==> src/rtl/control_unit.sv <==
// Hardwired control sequencer: fetch, decode ir[31:27], step T0..T7 driving datapath strobes.
// Optional mul/div sequencing is enabled by defining CU_MULDIV_EN.
module control_unit #(
  parameter int unsigned OPW = 5
) (
  input  logic        clk,
  input  logic        clr,
  input  logic [31:0] ir,
  input  logic        stop,
  output logic        run,
  output logic        dp_clr,
  output logic        illegal_op,
  output logic        read,
  output logic        write,
  output logic        PCout,
  output logic        Zlowout,
  output logic        Zhighout,
  output logic        MDRout,
  output logic        Cout,
  output logic        IN_Portout,
  output logic        LOout,
  output logic        HIout,
  output logic        MARIn,
  output logic        PCIn,
  output logic        MDRIn,
  output logic        IRIn,
  output logic        YIn,
  output logic        IncPC,
  output logic        HiIn,
  output logic        LoIn,
  output logic        CIn,
  output logic        InIn,
  output logic        OutIn,
  output logic        ZIn,
  output logic        CONIn,
  output logic        Gra,
  output logic        Grb,
  output logic        Grc,
  output logic        RIn,
  output logic        Rout,
  output logic        BAout,
  output logic        add,
  output logic        subtract,
  output logic        multiply,
  output logic        divide,
  output logic        andSignal,
  output logic        orSignal
);

  localparam logic [OPW-1:0] OP_LD   = OPW'(5'b00000);
  localparam logic [OPW-1:0] OP_LDI  = OPW'(5'b00001);
  localparam logic [OPW-1:0] OP_ST   = OPW'(5'b00010);
  localparam logic [OPW-1:0] OP_ADD  = OPW'(5'b00011);
  localparam logic [OPW-1:0] OP_SUB  = OPW'(5'b00100);
  localparam logic [OPW-1:0] OP_AND  = OPW'(5'b01001);
  localparam logic [OPW-1:0] OP_OR   = OPW'(5'b01010);
  localparam logic [OPW-1:0] OP_ADDI = OPW'(5'b01011);
  localparam logic [OPW-1:0] OP_ANDI = OPW'(5'b01100);
  localparam logic [OPW-1:0] OP_ORI  = OPW'(5'b01101);
  localparam logic [OPW-1:0] OP_MUL  = OPW'(5'b01110);
  localparam logic [OPW-1:0] OP_DIV  = OPW'(5'b01111);
  localparam logic [OPW-1:0] OP_IN   = OPW'(5'b10101);
  localparam logic [OPW-1:0] OP_OUT  = OPW'(5'b10110);
  localparam logic [OPW-1:0] OP_MFHI = OPW'(5'b10111);
  localparam logic [OPW-1:0] OP_MFLO = OPW'(5'b11000);
  localparam logic [OPW-1:0] OP_NOP  = OPW'(5'b11001);
  localparam logic [OPW-1:0] OP_HALT = OPW'(5'b11010);

  typedef enum logic [3:0] {
    S_RESET, S_T0, S_T1, S_T2, S_T3, S_T4, S_T5, S_T6, S_T7, S_HALT, S_STOPPED
  } state_t;

  state_t state, state_nxt;
  logic [OPW-1:0] op;
  logic unused_ir;
  logic is_r, is_i, is_md, is_ld, is_ldi, is_st, is_one, is_nop, is_halt, is_ill;
  state_t boundary;

  assign op        = ir[31 -: OPW];
  assign unused_ir = ^ir[31-OPW:0];
  assign boundary  = stop ? S_STOPPED : S_T0;

  // Opcode class decode
  always_comb begin
    is_r = 1'b0; is_i = 1'b0; is_md = 1'b0; is_ld = 1'b0; is_ldi = 1'b0;
    is_st = 1'b0; is_one = 1'b0; is_nop = 1'b0; is_halt = 1'b0; is_ill = 1'b0;
    case (op)
      OP_ADD, OP_SUB, OP_AND, OP_OR:             is_r    = 1'b1;
      OP_ADDI, OP_ANDI, OP_ORI:                  is_i    = 1'b1;
`ifdef CU_MULDIV_EN
      OP_MUL, OP_DIV:                            is_md   = 1'b1;
`endif
      OP_LD:                                     is_ld   = 1'b1;
      OP_LDI:                                    is_ldi  = 1'b1;
      OP_ST:                                     is_st   = 1'b1;
      OP_IN, OP_OUT, OP_MFHI, OP_MFLO:           is_one  = 1'b1;
      OP_NOP:                                    is_nop  = 1'b1;
      OP_HALT:                                   is_halt = 1'b1;
      default:                                   is_ill  = 1'b1;
    endcase
  end

  always_ff @(posedge clk or negedge clr) begin
    if (!clr) state <= S_RESET;
    else      state <= state_nxt;
  end

  // Next state and Moore strobe decode
  always_comb begin
    state_nxt  = state;
    run        = 1'b1;
    dp_clr     = 1'b0;
    illegal_op = 1'b0;
    read = 1'b0; write = 1'b0; PCout = 1'b0; Zlowout = 1'b0; Zhighout = 1'b0;
    MDRout = 1'b0; Cout = 1'b0; IN_Portout = 1'b0; LOout = 1'b0; HIout = 1'b0;
    MARIn = 1'b0; PCIn = 1'b0; MDRIn = 1'b0; IRIn = 1'b0; YIn = 1'b0;
    IncPC = 1'b0; HiIn = 1'b0; LoIn = 1'b0; CIn = 1'b0; InIn = 1'b0;
    OutIn = 1'b0; ZIn = 1'b0; CONIn = 1'b0; Gra = 1'b0; Grb = 1'b0;
    Grc = 1'b0; RIn = 1'b0; Rout = 1'b0; BAout = 1'b0; add = 1'b0;
    subtract = 1'b0; multiply = 1'b0; divide = 1'b0; andSignal = 1'b0; orSignal = 1'b0;

    case (state)
      S_RESET: begin
        dp_clr    = 1'b1;
        state_nxt = S_T0;
      end
      S_T0: begin
        PCout = 1'b1; MARIn = 1'b1; IncPC = 1'b1; ZIn = 1'b1;
        state_nxt = S_T1;
      end
      S_T1: begin
        Zlowout = 1'b1; PCIn = 1'b1; read = 1'b1; MDRIn = 1'b1;
        state_nxt = S_T2;
      end
      S_T2: begin
        MDRout = 1'b1; IRIn = 1'b1;
        if (is_nop)       state_nxt = boundary;
        else if (is_halt) state_nxt = S_HALT;
        else              state_nxt = S_T3;
      end
      S_T3: begin
        state_nxt = S_T4;
        if (is_r || is_i) begin
          Grb = 1'b1; Rout = 1'b1; YIn = 1'b1;
        end else if (is_md) begin
          Gra = 1'b1; Rout = 1'b1; YIn = 1'b1;
        end else if (is_ld || is_ldi || is_st) begin
          Grb = 1'b1; BAout = 1'b1; YIn = 1'b1;
        end else if (is_one) begin
          state_nxt = boundary;
          case (op)
            OP_MFHI: begin HIout = 1'b1;      Gra = 1'b1; RIn = 1'b1; end
            OP_MFLO: begin LOout = 1'b1;      Gra = 1'b1; RIn = 1'b1; end
            OP_IN:   begin IN_Portout = 1'b1; Gra = 1'b1; RIn = 1'b1; end
            default: begin Gra = 1'b1; Rout = 1'b1; OutIn = 1'b1; end
          endcase
        end else begin
          illegal_op = 1'b1;
          state_nxt  = boundary;
        end
      end
      S_T4: begin
        state_nxt = S_T5;
        ZIn = 1'b1;
        if (is_r) begin
          Grc = 1'b1; Rout = 1'b1;
        end else if (is_md) begin
          Grb = 1'b1; Rout = 1'b1;
        end else begin
          Cout = 1'b1;
        end
        case (op)
          OP_ADD, OP_ADDI, OP_LD, OP_LDI, OP_ST: add       = 1'b1;
          OP_SUB:                               subtract  = 1'b1;
          OP_AND, OP_ANDI:                      andSignal = 1'b1;
          OP_OR, OP_ORI:                        orSignal  = 1'b1;
`ifdef CU_MULDIV_EN
          OP_MUL:                               multiply  = 1'b1;
          OP_DIV:                               divide    = 1'b1;
`endif
          default: ;
        endcase
      end
      S_T5: begin
        Zlowout = 1'b1;
        if (is_md) begin
          LoIn = 1'b1;
          state_nxt = S_T6;
        end else if (is_ld || is_st) begin
          MARIn = 1'b1;
          state_nxt = S_T6;
        end else begin
          Gra = 1'b1; RIn = 1'b1;
          state_nxt = boundary;
        end
      end
      S_T6: begin
        if (is_md) begin
          Zhighout = 1'b1; HiIn = 1'b1;
          state_nxt = boundary;
        end else begin
          MDRIn = 1'b1;
          if (is_st) begin
            Gra = 1'b1; Rout = 1'b1;
          end else begin
            read = 1'b1;
          end
          state_nxt = S_T7;
        end
      end
      S_T7: begin
        if (is_st) begin
          write = 1'b1;
        end else begin
          MDRout = 1'b1; Gra = 1'b1; RIn = 1'b1;
        end
        state_nxt = boundary;
      end
      S_HALT: begin
        run = 1'b0;
      end
      S_STOPPED: begin
        run = 1'b0;
        if (!stop) state_nxt = S_T0;
      end
      default: state_nxt = S_RESET;
    endcase
  end

endmodule

==> config.mk <==
export PLATFORM = sky130hd
export DESIGN_NAME = control_unit
export DESIGN_NICKNAME = d
export VERILOG_FILES = /design/src/rtl/control_unit.sv
export SDC_FILE = /design/constraint.sdc
export NUM_CORES = 1
export LEC_CHECK = 0
export ABC_AREA = 1
export CAP_MARGIN = 40
export CORE_ASPECT_RATIO = 1.4
export CORE_MARGIN = 5
export CORE_UTILIZATION = 34
export CTS_BUF_LIST = sky130_fd_sc_hd__clkbuf_4 sky130_fd_sc_hd__clkbuf_8 sky130_fd_sc_hd__clkbuf_16
export CTS_CLUSTER_DIAMETER = 80
export DETAILED_ROUTE_END_ITERATION = 10
export PLACE_DENSITY = 0.95
export SLEW_MARGIN = 10
export SYNTH_ARGS = -nofsm -noshare
export SYNTH_HDL_FRONTEND = slang
export SYNTH_SLANG_ARGS = --single-unit
==> constraint.sdc <==
create_clock -name clk -period 3.7 [get_ports clk]
set_clock_uncertainty 0.15 [all_clocks]
set_input_delay 0.74 -clock clk [delete_from_list [all_inputs] [get_ports clk]]
set_output_delay 0.74 -clock clk [all_outputs]
set_load 0.05 [all_outputs]
==> results_dict.tcl <==
set metrics [dict create \
    cap_viol_max_count 0 \
    worstMarginPinSlew_ns 0.514 \
    ys_types 18 \
    yosysSeqAreaShare 0.118 \
    syn-cell-area_sq_um 846 \
    clock_latency_ns 0.23 \
    drv_slew 0 \
    ctsResizeCount 0 \
    cts_htree_levels 1 \
    worst-setup-path-type "input port to primary output" \
    cts_buffers 3 \
    cts.sinks 4 \
    dp.cells 234 \
    slew_headroom 0.657 \
    stdcell_count 237 \
    clock.fmax_ghz 0.301 \
    rr_startpoint "state[3]$_DFFE_PN0P_" \
    pwr_density_cell_nw_per_um2 708 \
    core_region_area_sq_um 2390 \
    r2r_slack_ns 2.16 \
    clk_pin_slew_ns 0.04 \
    fp.dieArea_sq_um 3600 \
    ir_drop_uv 611 \
    synth_compound_area_frac 0.0621 \
    synth_top_family_by_area "simple AND/OR/NAND/NOR gates" \
    io_pins 73 \
    yosysWarnings 0 \
    muxShareOfSynthArea 0 \
    rows 21 \
    hold_viol_final 0 \
    numPortBuffers 37 \
    fin_crit_sh 0.898 \
    synthSimpleGateAreaFrac 0.575 \
    grt_overflow 0 \
    syn_avg_cell_area_sq_um 5.10 \
    syn_to_final_growth_pct 55.8 \
    cts_hold_buffers 0 \
    via_per_inst 4.72 \
    worstPathArrival_ns 2.43 \
    final_nets 240 \
    synth_seq_cells 4 \
    antenna_found_initial 0 \
    regArea_sq_um 100 \
    die_h_um 69.0 \
    first_pass_iters 4 \
    drive_above_1_share 0.182 \
    p_leak_nw 0.709 \
    grt_start_max_net_pins 10 \
    die_w_um 52.2 \
    p_total_uw 932 \
    grt_usage 0.146 \
    drc_errors 0 \
    hpwlAfterDp_um 2270 \
    multi_input_area_sq_um 569 \
    cts-root-buf "clkbuf_4" \
    grt_first_pass_wirelength_um 4280 \
    synth_top_area_frac 0.151 \
    crit_path_end_kind "primary output" \
    rsz0062_at_grt "false" \
    cp-start-kind "input port" \
    finalSetupViolCount 0 \
    post_cts_buffers 0 \
    synthAdderAreaFrac 0 \
    cts_tree "done" \
    nFillCells 239 \
    synth_cells 166 \
    whs_ns 0.563 \
    antenna_left 0 \
    synth-xor-area-share 0 \
    ys_top_cells_by_area "nand2_1 15%, inv_1 15%, nor2_1 15%, dfrtp_1 12%, nand3_1 12%" \
    grt_pass1_vias 1082 \
    status "finished, final reports clean" \
    r2r_end "state[1]$_DFFE_PN0P_" \
    synth_area_leader_cell "nand2_1" \
    start_util 0.354 \
    rr_worst_depth 7 \
    cts_buffer_depth 2 \
    wire_per_inst_um 10.9 \
    period_minus_slack_ns 3.32 \
    critPathMaxFanout 6 \
    largest-register "state" \
    critPathRequiredTime_ns 2.81 \
    finalWirelength_um 2580 \
    worstHoldPathType "input port to asynchronous set/reset pin" \
    dr_total_vias 1118 \
    largest_registers "state: 4 flops" \
    diodes 0 \
    fin_setup_tns_ns 0 \
    place_congestion 0.835 \
    first_iter_violations 27 \
    largest_reg_flops 4 \
]
## report_power, final
part	switching, mW	total (mW)	internal (mW)
logic	0.550	0.788	0.238
registers	0.0276	0.0926	0.0649
clock network	0.0159	0.0521	0.0362
## worst max-delay path by stage
stage | from | end | slack (ns) | cells after the start
final | ir[28] | Rout | 0.38 | 9
after global routing | ir[28] | Rout | 0.15 | 9
after CTS | ir[28] | Rout | 0.40 | 9
after detailed placement | ir[28] | Rout | 0.41 | 9
after global placement | ir[28] | IN_Portout | 0.45 | 8
after floorplan | ir[30] | write | 0.54 | 5
## synth_stat cells
cell,number
buf_4,10
o21ai_0,5
nor3_1,4
inv_1,33
nor2_4,1
nor2_2,7
nand2_1,34
a21oi_1,4
o21a_1,1
nand4_1,4
dfrtp_1,4
conb_1,1
nor3b_2,1
nand2_2,2
inv_2,1
nor2_1,33
nand3_1,20
nor3_2,1
## critical path, stage by stage
cell and delay (ns):
clkdlybuf4s50_1 0.60, nor2_2 0.10, nand3_1 0.13, nand2_1 0.07, nor2_2 0.19, nand2_1 0.09
o21ai_0 0.18, nand3_1 0.15, buf_12 0.18
## placed cells by master, fill, tap and decap left out, drive strengths merged
| cell type | count |
|---|---|
| nor2 | 41 |
| nand2 | 36 |
| inv | 34 |
| buf | 21 |
| nand3 | 20 |
| clkdlybuf4s50 | 16 |
| conb | 8 |
| o21ai | 5 |
| nor3 | 5 |
| nand4 | 4 |
| a21oi | 4 |
| dfrtp | 4 |
| clkbuf | 3 |
| nor3b | 1 |
| o21a | 1 |
## stage by stage
stage / util / instance area (sq um) / setup WS (ns)
6_report: 0.551 / 1320 / 0.379
4_1_cts: 0.551 / 1320 / 0.404
5_1_grt: 0.551 / 1320 / 0.150
3_5_place_dp: 0.542 / 1290 / 0.409
2_1_floorplan: - / 872 / 0.539
3_3_place_gp: 0.542 / 1290 / 0.447
## routing by layer
metal / GRT usage / part of all wire / vias up
met5: 0 / 0 / -
met1: 0.137 / 0.36 / 498
met2: 0.294 / 0.56 / 41
met3: 0.00862 / 0.045 / 8
li1: - / - / 571
met4: 0.0710 / 0.031 / 0
## cells by family (layout without fill, tap and decap cells)
| group | Yosys count | count (layout) |
|---|---|---|
| AND/OR/NAND/NOR | 107 | 107 |
| other | 1 | 8 |
| AO/OA/AOI/OAI | 10 | 10 |
| buffers and inverters | 44 | 74 |
| flip-flops | 4 | 4 |
## final cells by class
| type | count | share of cell area |
|---|---|---|
| multi-input cells | 125 | 0.432 |
| well taps | 34 | 0.0323 |
| flip-flops and latches | 4 | 0.0760 |
| clock buffers | 3 | 0.0171 |
| repair buffers | 37 | 0.346 |
| inverters | 34 | 0.0969 |
No activity file was read; power rests on OpenSTA's default activity.
